[config.mk]
export PLATFORM = sky130hd
export DESIGN_NAME = captura_digito
export DESIGN_NICKNAME = d
export VERILOG_FILES = /design/src/rtl/captura_digito.sv
export SDC_FILE = /design/constraint.sdc
export NUM_CORES = 1
export LEC_CHECK = 0
export CAP_MARGIN = 0
export CORE_UTILIZATION = 52
export CTS_BUF_LIST = sky130_fd_sc_hd__clkbuf_4
export CTS_CLUSTER_SIZE = 28
export DETAILED_ROUTE_END_ITERATION = 10
export GPL_ROUTABILITY_DRIVEN = 0
export GPL_TIMING_DRIVEN = 0
export PLACE_DENSITY_LB_ADDON = 0.12
export RECOVER_POWER = 100
export SYNTH_ARGS = -nofsm -noshare
export SYNTH_HDL_FRONTEND = slang
export SYNTH_SLANG_ARGS = --single-unit
[constraint.sdc]
create_clock -name clk -period 1.6 [get_ports clk]
set_input_delay 0.32 -clock clk [delete_from_list [all_inputs] [get_ports clk]]
set_output_delay 0.32 -clock clk [all_outputs]
set_load 0.02 [all_outputs]
[src/rtl/captura_digito.sv]
// rtl/captura_digito.sv - debounced digit capture for the code-checking FSM (optional macro: FILTRO_BCD_EN)
module captura_digito #(
  parameter int DEBOUNCE_CICLOS = 4
) (
  input  logic       clk,
  input  logic       reset,
  input  logic [3:0] chaves,
  input  logic       botao,
  output logic [3:0] numero,
  output logic       insere,
  output logic       digitoInvalido
);

  localparam int CW = $clog2(DEBOUNCE_CICLOS + 1);
  localparam logic [CW-1:0] CNT_FIM = CW'(DEBOUNCE_CICLOS - 1);
  localparam logic [CW-1:0] CNT_UM  = CW'(1);

  typedef enum logic [1:0] {
    OCIOSO,
    FILTRANDO_PRESS,
    PRESSIONADO,
    FILTRANDO_SOLTA
  } estado_t;

  logic            botao_meta_q, botao_sinc_q;
  logic [3:0]      chaves_meta_q, chaves_sinc_q;
  estado_t         estado_q, estado_d;
  logic [CW-1:0]   cnt_q, cnt_d;
  logic [3:0]      numero_q, numero_d;
  logic            insere_q, insere_d;
  logic            aceita;
`ifdef FILTRO_BCD_EN
  logic            invalido_q, invalido_d;
`endif

  // Two-flop synchronizers for the raw asynchronous inputs
  always_ff @(posedge clk) begin
    if (reset) begin
      botao_meta_q  <= 1'b0;
      botao_sinc_q  <= 1'b0;
      chaves_meta_q <= 4'd0;
      chaves_sinc_q <= 4'd0;
    end else begin
      botao_meta_q  <= botao;
      botao_sinc_q  <= botao_meta_q;
      chaves_meta_q <= chaves;
      chaves_sinc_q <= chaves_meta_q;
    end
  end

  // Debounce FSM next state: a level change needs DEBOUNCE_CICLOS consecutive samples
  always_comb begin
    estado_d = estado_q;
    cnt_d    = cnt_q;
    aceita   = 1'b0;
    unique case (estado_q)
      OCIOSO: begin
        if (botao_sinc_q) begin
          estado_d = FILTRANDO_PRESS;
          cnt_d    = CNT_UM;
        end else begin
          cnt_d    = '0;
        end
      end
      FILTRANDO_PRESS: begin
        if (!botao_sinc_q) begin
          estado_d = OCIOSO;
          cnt_d    = '0;
        end else if (cnt_q == CNT_FIM) begin
          estado_d = PRESSIONADO;
          cnt_d    = '0;
          aceita   = 1'b1;
        end else begin
          cnt_d    = cnt_q + CNT_UM;
        end
      end
      PRESSIONADO: begin
        if (!botao_sinc_q) begin
          estado_d = FILTRANDO_SOLTA;
          cnt_d    = CNT_UM;
        end
      end
      FILTRANDO_SOLTA: begin
        if (botao_sinc_q) begin
          // release bounce: fall back to held without a new pulse
          estado_d = PRESSIONADO;
          cnt_d    = '0;
        end else if (cnt_q == CNT_FIM) begin
          estado_d = OCIOSO;
          cnt_d    = '0;
        end else begin
          cnt_d    = cnt_q + CNT_UM;
        end
      end
      default: begin
        estado_d = FILTRANDO_SOLTA;
        cnt_d    = '0;
      end
    endcase
  end

  // Output next values: pulses only on the acceptance cycle, digit held otherwise
  always_comb begin
    numero_d   = numero_q;
    insere_d   = 1'b0;
`ifdef FILTRO_BCD_EN
    invalido_d = 1'b0;
    if (aceita) begin
      if (chaves_sinc_q > 4'd9) begin
        invalido_d = 1'b1;
      end else begin
        numero_d   = chaves_sinc_q;
        insere_d   = 1'b1;
      end
    end
`else
    if (aceita) begin
      numero_d = chaves_sinc_q;
      insere_d = 1'b1;
    end
`endif
  end

  // State and registered outputs; reset lands in release filtering so a held button cannot fire
  always_ff @(posedge clk) begin
    if (reset) begin
      estado_q   <= FILTRANDO_SOLTA;
      cnt_q      <= '0;
      numero_q   <= 4'd0;
      insere_q   <= 1'b0;
`ifdef FILTRO_BCD_EN
      invalido_q <= 1'b0;
`endif
    end else begin
      estado_q   <= estado_d;
      cnt_q      <= cnt_d;
      numero_q   <= numero_d;
      insere_q   <= insere_d;
`ifdef FILTRO_BCD_EN
      invalido_q <= invalido_d;
`endif
    end
  end

  assign numero = numero_q;
  assign insere = insere_q;
`ifdef FILTRO_BCD_EN
  assign digitoInvalido = invalido_q;
`else
  assign digitoInvalido = 1'b0;
`endif

endmodule

==> impl_summary.md <==
Worst hold path
The path class of the lowest-slack min-delay path is reg2reg.

Route
The residual antenna-violating net count after detailed routing is 0. The per-cell routed wire length is 10.4 µm. Using the TritonRoute via totals, the vias-per-cell ratio works out to 4.80. The residual DRC count is 0. The detailed-router iteration count before antenna repair is 3.

The total wire length is 1030 µm. The via count of the routed design is 475. The DRC violation total after the first TritonRoute iteration is 6.

Layout
The post-synthesis to final-layout area growth is 19.7%. The finished layout holds 99 standard cells, fillers aside. The final net count is 93. The repair_antennas step left the layout with diodes totalling 0. For this run, the share of the core covered by cells in the final layout is 0.681. Counting the fill cells in the layout gives 110. In the final layout, the share of cells above drive strength 1 is 0.0952.

Clock tree
The longest clock path from root to sink contains 2 buffers. Hold repair after CTS inserted 0 buffers. The post-CTS setup buffer count is 0. The number of clock buffers added by TritonCTS is 3. For the worst-skew pair, the clock arrives at the later sink with an insertion delay of 300 ps. The number of H-tree levels is 1.

The CTS tree is built. The buffer type at the clock tree root is clkbuf_4. The count of clock tree sinks is 20.

The clock edge transition at the registers on the reported setup and hold paths is 120 ps. After clock tree synthesis, the repair step resized 0 gates.

Timing
The final number of hold-violating endpoints was 0. The max-slew violation count came to 0. The final-report setup violation count is 0. The ratio of final minimum period to clock period is 0.954.

Setup repair after global routing left no endpoint under its margin. The worst hold-check slack is 449 ps. Derived from the worst setup path, the maximum achievable clock frequency is 655 MHz.

The final total negative setup slack is 0 ps. The final critical-path required period is 1530 ps. On the final layout, the worst clock skew is 7.70 ps.

Synthesis
The post-synth net total is 77. After synthesis, the most frequently instantiated cells are 20 x dfxtp_1, 12 x nor2b_1, 9 x nand2b_1, 4 x mux2i_1. The biggest area consumer among synthesized cells is dfxtp_1.

In the synthesized netlist the async set-or-reset flop fraction comes to 0. The proportion of synthesized chip area in sequential cells is 0.534. The synthesized netlist occupies a cell area of 749 µm². The synthesized area divided by synthesized cell count is 10.9 µm².

The number of enable flip-flop cells after synthesis is 0. Yosys printed 0 warnings. The post-synthesis adder-cell area fraction is 0.0167. After synthesis, the share of cell area in mux cells is 0.0534. The most common cell in the synthesized netlist is dfxtp_1. The number of synthesized register bits is 20. Of the total synthesized cell area, the portion taken by AND, OR, NAND and NOR gates is 0.295. Yosys mapped the design onto 25 distinct sky130hd cell types.

Of the total synthesized cell area, the portion taken by XOR and XNOR cells is 0.0117. By area, the combinational part of the netlist is dominated by simple AND/OR/NAND/NOR gates. The top cell type's share of synthesized area is 0.534. Among all flip-flop cells after synthesis, the most frequent one is dfxtp_1. By area the synthesized netlist is led by dfxtp_1 53%, nor2b_1 10%, nand2b_1 7.5%, mux2i_1 5.3%, a211o_1 2.3%. The compound-cell area share of the yosys netlist was 0.0634. The instance count of the mapped netlist is 69.

Run
The tool flagged a number of max-cap violations equal to 0.

Run status
The flow ran to the end, and the final reports show no timing, DRC or antenna violations.

Power
The internal power of the cells totals 833 µW. The maximum VDD drop is 0.792 mV. Of the total power, combinational logic draws 0.091. Of the total power, the share spent switching nets is 0.202.

The ratio of total power to cell area is 1160 mW/mm². The switching power total is 211 µW. The sequential fraction of design power is 0.519. The clock network fraction of design power is 0.390. The leakage dissipation is 0.000342 µW.

Die
The starting utilization of the core area is 0.569. The number of ports placed on the die boundary is 13. The core footprint is 0.00132 mm².

The die span in y is 40.0 µm. The row count is 13. The floorplan die width is 40.0 µm. The die covers 0.00160 mm².

Worst setup path
STA puts the critical path data required time at 1280 ps. Grouping stages by cell kind, the critical path spends the most delay in buffers and inverters. The total buffers and inverters traversed by the critical path is 1.

On the critical path, the stage with the largest delay is an instance of clkdlybuf4s50_1. The worst setup path is captured at an output port. The kind of critical path is reg2out.

STA classifies the critical path startpoint as a flop. The arrival time of data at the critical path endpoint is 1210 ps. The largest single stage delay on the critical path is 590 ps. Traced cell by cell, the critical path runs through clkdlybuf4s50_1.

The maximum net fanout on the critical path is 1.

GRT
Global routing finished with a remaining overflow of 0. The first global-routing pass estimated 1740 µm of wire. The number of antenna violations at the first check in global routing is 0. The via count of the first global-routing pass is 427. The maximum number of pins on one net before global-route repair is 13. The total global-route track usage is 0.172.

Placed design
The number of placed instances, taps included, is 95. The half-perimeter wire length of the detailed placement result is 741 µm. The number of I/O port buffers is 11.
## per-stage QoR
stage | setup slack (ps) | power (µW) | area, µm²
after global placement | 79.6 | 650 | 878
after floorplan | 395 | 624 | 749
after detailed placement | 63.1 | 654 | 878
after global routing | 7.91 | 1100 | 897
after CTS | 9.45 | 1060 | 931
final | 73.5 | 1040 | 897
## power groups by stage
stage | Clock [µW] | Combinational (µW) | Sequential (µW)
2_1_floorplan | 0 | 75.4 | 548
3_3_place_gp | 0 | 97.7 | 552
3_5_place_dp | 0 | 102 | 552
4_1_cts | 415 | 103 | 541
5_1_grt | 438 | 111 | 546
6_report | 407 | 95.4 | 542
## flip-flops by register name, summed over array words and instances (netlist names), named ones only
register / count
chaves_meta_q: 4
botao_meta_q: 1
botao_sinc_q: 1
numero: 4
chaves_sinc_q: 4
estado_q: 1
cnt_q: 3
insere: 1
## path summary, 6_finish.rpt
kind	startpoint	end	slack [ps]	cells after the start
worst max-delay path	insere$_SDFF_PP0_	insere	70	1
worst min-delay path	chaves_meta_q[2]$_SDFF_PP0_	chaves_sinc_q[2]$_SDFF_PP0_	450	1
worst max register to register	cnt_q[0]$_SDFFE_PP0P_	flop	340	4
worst min register to register	chaves_meta_q[2]$_SDFF_PP0_	chaves_sinc_q[2]$_SDFF_PP0_	450	1
## layout make-up
cell class,instances,area [µm²],share of cell area
tap,15,18.8,0.0209
sequential,20,400,0.446
buffer,3,15.0,0.0167
clock buffer,3,22.5,0.0251
timing repair buffer,11,85.1,0.0948
multi-input combinational,46,325,0.363
clock inverter,1,30.0,0.0335
## layout by cell type (no fill, tap or decap)
cell type | synthesis | layout
o21ai_0 | 1 | 1
a2bb2oi_1 | 1 | 1
ha_1 | 1 | 1
clkbuf_4 | 0 | 3
dlygate4sd3_1 | 0 | 1
buf_4 | 1 | 1
nand2b_1 | 9 | 9
mux2i_1 | 4 | 4
nor3_1 | 1 | 1
nor2_4 | 1 | 1
nor3b_1 | 0 | 1
xor2_1 | 1 | 1
nand2_1 | 2 | 2
clkbuf_1 | 1 | 6
nand4b_1 | 1 | 1
clkdlybuf4s50_1 | 0 | 6
a21o_1 | 1 | 1
nor2_1 | 2 | 2
dfxtp_1 | 20 | 20
conb_1 | 1 | 1
and3_2 | 1 | 1
nor4b_1 | 1 | 1
a211o_1 | 2 | 2
nor2b_1 | 12 | 12
a21oi_1 | 0 | 1
bufinv_16 | 0 | 1
nand3b_1 | 1 | 1
nand2b_4 | 1 | 1
## layer usage
| layer | up-vias | part of all wire | track usage |
|---|---|---|---|
| met3 | 2 | 0.032 | 0.0500 |
| met5 | - | 0 | 0 |
| li1 | 256 | - | - |
| met1 | 207 | 0.49 | 0.217 |
| met2 | 10 | 0.46 | 0.258 |
| met4 | 0 | 0.013 | 0.103 |
## cells by family (layout without fill, tap and decap cells)
family / Yosys count / after routing
AO/OA/AOI/OAI: 6 / 6
multiplexers: 4 / 4
adder cells (fa/ha/maj): 1 / 1
other: 1 / 1
AND/OR/NAND/NOR: 33 / 33
buffers and inverters: 3 / 18
XOR/XNOR: 1 / 1
flip-flops: 20 / 20
(Power assumes the default switching activity.)
